### src/rtl/sketch_flush_ctrl.sv
// sketch_flush_ctrl
//   Epoch readout/clear controller for the sketch counter and ID RAMs. A flush request stalls
//   the insert pipeline, waits for it to drain, then sweeps every RAM address: read, stream
//   {addr, count, id} to the host, write zero. The port is handed back when the sweep ends.
//
// Ports
//   sys_clk, rst_n     clock, asynchronous active-low reset
//   flush_req          start pulse, honoured only when idle
//   ins_active         insert pipeline still has an element in flight
//   ins_stall          blocks new inserts upstream (DRAIN..DONE)
//   flush_busy         controller owns the RAM port (READ..CLEAR)
//   flush_done         one-cycle pulse when the sweep completes
//   flush_entries      entries streamed in the last sweep
//   ram_en/we/addr/din shared counter/ID RAM port; din is always zero
//   cnt_rdata/id_rdata RAM read data, one cycle after a read
//   out_valid/ready    host stream handshake
//   out_addr/count/id  stream payload, held while out_valid && !out_ready
module sketch_flush_ctrl #(
   parameter int unsigned ADDR_W    = 16,
   parameter int unsigned DATA_W    = 32,
   parameter bit          SKIP_ZERO = 1'b1
) (
   input  logic              sys_clk,
   input  logic              rst_n,
   input  logic              flush_req,
   input  logic              ins_active,
   output logic              ins_stall,
   output logic              flush_busy,
   output logic              flush_done,
   output logic [ADDR_W:0]   flush_entries,
   output logic              ram_en,
   output logic              ram_we,
   output logic [ADDR_W-1:0] ram_addr,
   output logic [DATA_W-1:0] ram_din,
   input  logic [DATA_W-1:0] cnt_rdata,
   input  logic [DATA_W-1:0] id_rdata,
   output logic              out_valid,
   input  logic              out_ready,
   output logic [ADDR_W-1:0] out_addr,
   output logic [DATA_W-1:0] out_count,
   output logic [DATA_W-1:0] out_id
);

   typedef enum logic [2:0] {
      StIdle,
      StDrain,
      StRead,
      StWait,
      StEmit,
      StClear,
      StDone
   } state_e;

   localparam logic [ADDR_W-1:0] PtrLast = {ADDR_W{1'b1}};

   state_e            state_q, state_d;
   logic [ADDR_W-1:0] ptr_q, ptr_d;
   logic [ADDR_W:0]   entries_q, entries_d;
   logic [ADDR_W-1:0] addr_q, addr_d;
   logic [DATA_W-1:0] count_q, count_d;
   logic [DATA_W-1:0] id_q, id_d;

   always_ff @(posedge sys_clk or negedge rst_n) begin
      if (!rst_n) begin
         state_q   <= StIdle;
         ptr_q     <= '0;
         entries_q <= '0;
         addr_q    <= '0;
         count_q   <= '0;
         id_q      <= '0;
      end else begin
         state_q   <= state_d;
         ptr_q     <= ptr_d;
         entries_q <= entries_d;
         addr_q    <= addr_d;
         count_q   <= count_d;
         id_q      <= id_d;
      end
   end

   always_comb begin
      state_d    = state_q;
      ptr_d      = ptr_q;
      entries_d  = entries_q;
      addr_d     = addr_q;
      count_d    = count_q;
      id_d       = id_q;
      ins_stall  = 1'b0;
      flush_busy = 1'b0;
      flush_done = 1'b0;
      ram_en     = 1'b0;
      ram_we     = 1'b0;
      out_valid  = 1'b0;

      unique case (state_q)
         StIdle: begin
            if (flush_req) begin
               state_d   = StDrain;
               ptr_d     = '0;
               entries_d = '0;
            end
         end
         StDrain: begin
            ins_stall = 1'b1;
            if (!ins_active) state_d = StRead;
         end
         StRead: begin
            ins_stall  = 1'b1;
            flush_busy = 1'b1;
            ram_en     = 1'b1;
            state_d    = StWait;
         end
         StWait: begin
            // Read data is valid now; latch the whole beat so it stays stable during back-pressure.
            ins_stall  = 1'b1;
            flush_busy = 1'b1;
            addr_d     = ptr_q;
            count_d    = cnt_rdata;
            id_d       = id_rdata;
            if (SKIP_ZERO && (cnt_rdata == '0)) state_d = StClear;
            else                                state_d = StEmit;
         end
         StEmit: begin
            ins_stall  = 1'b1;
            flush_busy = 1'b1;
            out_valid  = 1'b1;
            if (out_ready) begin
               entries_d = entries_q + 1'b1;
               state_d   = StClear;
            end
         end
         StClear: begin
            ins_stall  = 1'b1;
            flush_busy = 1'b1;
            ram_en     = 1'b1;
            ram_we     = 1'b1;
            if (ptr_q == PtrLast) begin
               state_d = StDone;
            end else begin
               ptr_d   = ptr_q + 1'b1;
               state_d = StRead;
            end
         end
         StDone: begin
            ins_stall  = 1'b1;
            flush_done = 1'b1;
            state_d    = StIdle;
         end
         default: state_d = StIdle;
      endcase
   end

   assign ram_addr      = ptr_q;
   assign ram_din       = '0;
   assign flush_entries = entries_q;
   assign out_addr      = addr_q;
   assign out_count     = count_q;
   assign out_id        = id_q;

endmodule

### config.mk
export PLATFORM = sky130hd
export DESIGN_NAME = sketch_flush_ctrl
export DESIGN_NICKNAME = d
export VERILOG_FILES = /design/src/rtl/sketch_flush_ctrl.sv
export SDC_FILE = /design/constraint.sdc
export NUM_CORES = 1
export LEC_CHECK = 0
export BUFFER_PORTS_ARGS = -buffer_cell sky130_fd_sc_hd__buf_2
export CORE_MARGIN = 4
export CORE_UTILIZATION = 30
export CTS_CLUSTER_SIZE = 14
export DETAILED_ROUTE_END_ITERATION = 6
export PLACE_DENSITY = 0.5
export REMOVE_ABC_BUFFERS = 1
export SYNTH_ARGS = -nofsm -noshare
export SYNTH_HDL_FRONTEND = slang
export SYNTH_SLANG_ARGS = --single-unit
### constraint.sdc
create_clock -name sys_clk -period 2.5 [get_ports sys_clk]
set_input_delay 0.25 -clock sys_clk [delete_from_list [all_inputs] [get_ports sys_clk]]
set_output_delay 0.25 -clock sys_clk [all_outputs]
set_load 0.02 [all_outputs]
### Word level (Yosys, flattened, before mapping)

Cells that the tools add are included.

| storage, ports and cells | value |
|---|---|
| register bits after elaboration | 116 |
| bits of input ports | 69 |

| operators by class | value |
|---|---|
| reductions and logical operators | 10 |
| muxes and demuxes | 18 |
| $add $sub $neg | 2 |
| equal/unequal tests | 11 |

Operator list:

| operator | number |
|---|---|
| 17-bit two-way mux | 2 |
| 17-bit case mux with 2 select lines | 1 |
| 32-bit logical NOT | 1 |
| 16-bit two-way mux | 2 |
| 16-bit case mux with 2 select lines | 1 |
| 3-bit case mux with 6 select lines | 1 |
| 17-bit by 1-bit adder with 17-bit output (second input constant) | 1 |
| 16-bit by 1-bit adder with 16-bit output (second input constant) | 1 |
| 16-bit equality test (second input constant) | 1 |
| 3-bit two-way mux | 4 |
| 3-bit equality test (second input constant) | 3 |
| 3-bit AND reduction | 3 |
| 2-bit != test (second input constant) | 4 |
| 1-bit two-way mux | 7 |
| 3-bit by 2-bit equality test with 1-bit output (second input constant) | 2 |
| 6-bit OR reduction | 1 |
| 2-bit nonzero test | 2 |
| 4-bit OR reduction | 1 |
| 3-bit by 1-bit equality test with 1-bit output (second input constant) | 1 |
| 3-bit logical NOT | 1 |
| 2-bit OR reduction | 1 |

### Depth between registers and ports, before layout

| logic depth | value |
|---|---|
| depth in word-level cells | 3 |
| depth in mapped cells | 7 |
| mapped depth without buffers | 5 |

### Least setup slack after synthesis

Ideal clock, no wire load.

| timing path | value |
|---|---|
| path type | register to register |
| from | register ptr_q[0] (netlist: ram_addr[0]) |
| to | register ptr_q[0] (netlist: ram_addr[0]) |
| cell stages (with the launch flop) | 7 |
| library setup time | 125 ps |
| slack | 499 ps |
| required time | 2,375 ps |
| arrival | 1,876 ps |
| clock period less this slack | 2,001 ps |
| path through | dfrtp_1 -> ha_1 -> nand4_1 -> nor4_1 -> clkbuf_1 -> nor2_1 -> mux2_2 |

| between the ends | value |
|---|---|
| cells in the longest elaborated chain, start to end | 3 |

Ends and longest elaborated chain:

| what | RTL line | source |
|---|---|---|
| start, declared | 57 | `logic [ADDR_W-1:0] ptr_q, ptr_d;` |
| start signal, assigned | 73 | `ptr_q <= ptr_d;` |
| 16-bit by 1-bit adder with 16-bit output or 16-bit equality test (tied branches) | 140, 137 |  |
| 16-bit two-way mux or 2-bit != test (tied branches) | n/a |  |
| 16-bit case mux with 2 select lines or 3-bit AND reduction (tied branches) | n/a |  |

Several ways; a longest one is shown, not always the timed one. The select of a mux whose other input is x is not followed.
A chain may end at the register's enable or synchronous reset.

### Worst setup path in the final report

| timing path | value |
|---|---|
| from | register state_q[1] |
| to | output port ram_we |

| between the ends | value |
|---|---|
| cells in the longest elaborated chain, start to end | 2 |

Ends and longest elaborated chain:

| what | RTL line | source |
|---|---|---|
| start, declared | 56 | `state_e state_q, state_d;` |
| start signal, assigned | 65 | `state_q <= StIdle;` |
| start signal, assigned | 72 | `state_q <= state_d;` |
| 3-bit equality test | 95 | `unique case (state_q)` |
| 1-bit two-way mux | 95 |  |
| end, declared | 32 | `output logic ram_we,` |

No other way between the ends.

==> results by group <==
Outcome
  – Status: finished clean

Route
  – Vias: 4051
  – Routed WL per cell: between 15 and 20 um
  – Routed Antenna Nets: 0
  – Final Routed Wirelength: ~14000 um
  – DRT Pass-1 Iters: 4
  – Vias per inst: about 4.6
  – Drt first-iter violations: ~130
  – DRC viols: 0

Logic synthesis
  – Synth Flop Type: dfrtp_1
  – Post-synthesis average cell area: ~12 um2
  – EDFF count, synth: 0
  – Async SR Flop Fraction: between 90% and 100%
  – Register bit total from synthesis: around 120
  – Mapped Cells: approximately 440
  – Netlist Area Pre-Place: roughly 0.0053 mm2
  – Ranking of synthesized cells by area: dfrtp_1 55%, mux2_2 17%, buf_4 4.5%, o21ai_0 1.6%, a21oi_1 1.5%
  – Synth area leader: dfrtp_1
  – Yosys warning count: 0
  – Top cell type's share of synthesized area: 54.7%
  – Synth unique cells: between 40 and 50
  – Share of the yosys chip area belonging to registers: 54.7%

Pwr
  – Net Sw Frac: between 30% and 40%
  – Net Sw Power: about 2.9 mW
  – Sequential Power Share: 34.7%
  – Maximum vdd drop: between 0.6 and 0.7 mV
  – Clk pwr share: roughly 30%
  – P_leak: around 3.4 nW
  – Pwr Total: ~8.3 mW
  – Logic pwr share: 35.5%
  – Internal: roughly 5.4 mW
  – PwrDens: 1180 mW/mm2

Setup path
  – Slowest cell on crit path: dfrtp_1
  – Worst path cell trace: buf_4, nand3b_1, inv_1, buf_4, buf_2
  – Critical path endpoint category: primary output
  – CP Max Fanout: 9
  – Slowest stage delay, CP: 0.46 ns
  – Critical path startpoint category: flop
  – R2R Setup Slk: roughly 0.43 ns
  – Most frequent CP cell: buf_4
  – Crit path kind: reg -> out
  – Critical Path AT: between 1.5 and 2 ns
  – Worst Path Required: 2.25 ns

STA
  – Peak Freq: between 400 and 500 MHz
  – Hold Vio Cnt, Final: 0
  – Fin crit period: around 2.1 ns
  – Final Max Slew Viols: 0
  – RSZ-0062 raised after global routing: false
  – Clock skew: approximately 0.0083 ns
  – Final Cycle Share: 85.8%
  – Final setup vio count: 0
  – Setup TNS: 0 ns
  – Worst-Margin Slew: approximately 0.67 ns
  – Rel. slew slack: 55.0%

Clock tree
  – Post-cts gate resize count: 0
  – Worst-path clk slew: 0.05 ns
  – CTS Buf Count: 17
  – CTS tree: done
  – # clock sinks: about 120
  – Max clock buf depth: 2
  – Clk root buf: clkbuf_16
  – H-tree lvl count: 4
  – Clk Latency, worst-skew pair: 0.41 ns

Global routing
  – Gr ovfl total: 0
  – Tot GR Track Use: approximately 14%
  – Global-route wire length before repair: between 20000 and 25000 um
  – Largest net degree at the start of global routing: 54
  – Vias in the first global route: ~4200
  – Initial antenna violation count: 0

Placement
  – Placed cell count: approximately 840
  – Post-DP Area: 0.00642 mm2
  – # port buffers: between 150 and 200
  – DP HPWL: 9920 um
  – GP Congestion: between 0.7 and 0.8

Min path
  – Min-Delay Path Class: in -> reg

Floorplanning
  – Starting density of the core: around 30%
  – Chip width: 141 um
  – Die area: around 0.020 mm2
  – Chip height: ~140 um
  – Top-Level Pins: 220
  – Core area: about 0.017 mm2
  – Rows: between 40 and 50

Layout
  – Fin area: around 0.007 mm2
  – Post-route insts no fill: a little under 900
  – Layout Nets: just over 700
  – Diode count: 0
  – Most common cell after layout, fill and taps aside: buf_2
  – Most frequent cells in the layout: 186 x buf_2, 116 x dfrtp_1, 81 x mux2_2, 32 x conb_1, 20 x nand2_1
  – P&R area growth vs syn: 32.3%
  – Layout cells sized above 1: 48.4%

Run
  – Max-Cap Viols: 0
==> path summary, 6_finish.rpt <==
check | start | endpoint | depth (start not counted)
setup / recovery | state_q[1] | ram_we | 5
hold reg to reg | out_addr[12] | out_addr[12] | 2
hold / removal | id_rdata[24] | out_id[24] | 2
setup reg to reg | state_q[2] | flush_entries[15] | 5
max in group asynchronous | rst_n | out_count[24] | 3
min in group asynchronous | rst_n | out_id[6] | 2
==> cell type report <==
| class | instances | area (um2) |
|---|---|---|
| Tap cell | 225 | 282 |
| Multi-Input combinational cell | 296 | 2170 |
| Timing Repair Buffer | 199 | 1060 |
| Fill cell | 1712 | 10300 |
| Inverter | 4 | 15.0 |
| Sequential cell | 116 | 2900 |
| Clock inverter | 9 | 128 |
| Clock buffer | 23 | 468 |
==> registers in the layout (all words and copies together), names as in the netlist <==
| name | flops |
|---|---|
| out_count | 32 |
| out_id | 32 |
| flush_entries | 17 |
| out_addr | 16 |
| ram_addr | 16 |
| state_q | 3 |
==> Yosys cell counts, types with 2 or more instances <==
cell and n:
nor3_1 2, nand2b_1 2, clkbuf_1 11, nor2_1 15
buf_2 7, or2_2 2, nand2_1 20, buf_1 2
nand3b_1 6, o311ai_0 2, o2111ai_1 3, and2_1 2
buf_4 32, o211ai_1 3, and3_1 8, ha_1 2
nand4_1 9, or3_1 11, mux2_2 81, or4_1 8
nand3_1 13, nor4_1 9, nor3b_1 2, a21oi_1 16
a22o_1 2, o21ai_0 17, inv_1 4, dfrtp_1 116
o31ai_1 8, xor2_1 9, and4_1 2
==> critical path, delay by kind of cell (launching register included) <==
| kind | cells | cell delay (ns) |
|---|---|---|
| buffers and inverters | 4 | 0.76 |
| DFF | 1 | 0.46 |
| and+or+nand+nor | 1 | 0.27 |
==> cell families (layout without fill, tap and decap cells) <==
group	count (synthesis)	in the layout	synth area share [%]
AO/OA/AOI/OAI	55	55	6.62
XOR/XNOR	9	9	1.49
adder cells (fa/ha/maj)	2	2	0.471
buffers and inverters	57	235	6.60
flip-flops	116	116	54.7
multiplexers	82	82	17.4
other	1	32	0.0707
AND/OR/NAND/NOR	116	116	12.7
==> per-layer routing <==
metal	GRT usage, %	part of all wire (%)
met1	16.7	42
met5	0	0
met3	4.75	7.2
met2	22.6	49
met4	5.66	1.5
==> power groups by stage <==
stage | combinational (mW) | clock, mW | sequential (mW)
after floorplan | 1.17 | 0 | 3.64
after global placement | 2.96 | 0 | 2.87
after detailed placement | 3.00 | 0 | 2.90
after CTS | 3.00 | 2.54 | 2.88
after global routing | 3.16 | 2.63 | 2.96
final | 2.94 | 2.47 | 2.87
==> stage by stage <==
step | hold WS [ns] | util (%) | setup slack, ns
5_1_grt | 0.0478 | 40.6 | 0.221
3_5_place_dp | 0.327 | 37.1 | 0.449
3_3_place_gp | 0.320 | 37.1 | 0.510
6_report | 0.0619 | 40.6 | 0.356
2_1_floorplan | -0.0456 | - | -1.15
4_1_cts | 0.0416 | 40.6 | 0.332
==> what timing repair did <==
action	in CTS	in global routing
setup endpoints to repair	0	0
buffers inserted	0	0
hold endpoints to repair	47	0
hold buffers	1	0
No activity file was read; power rests on OpenSTA's default activity.
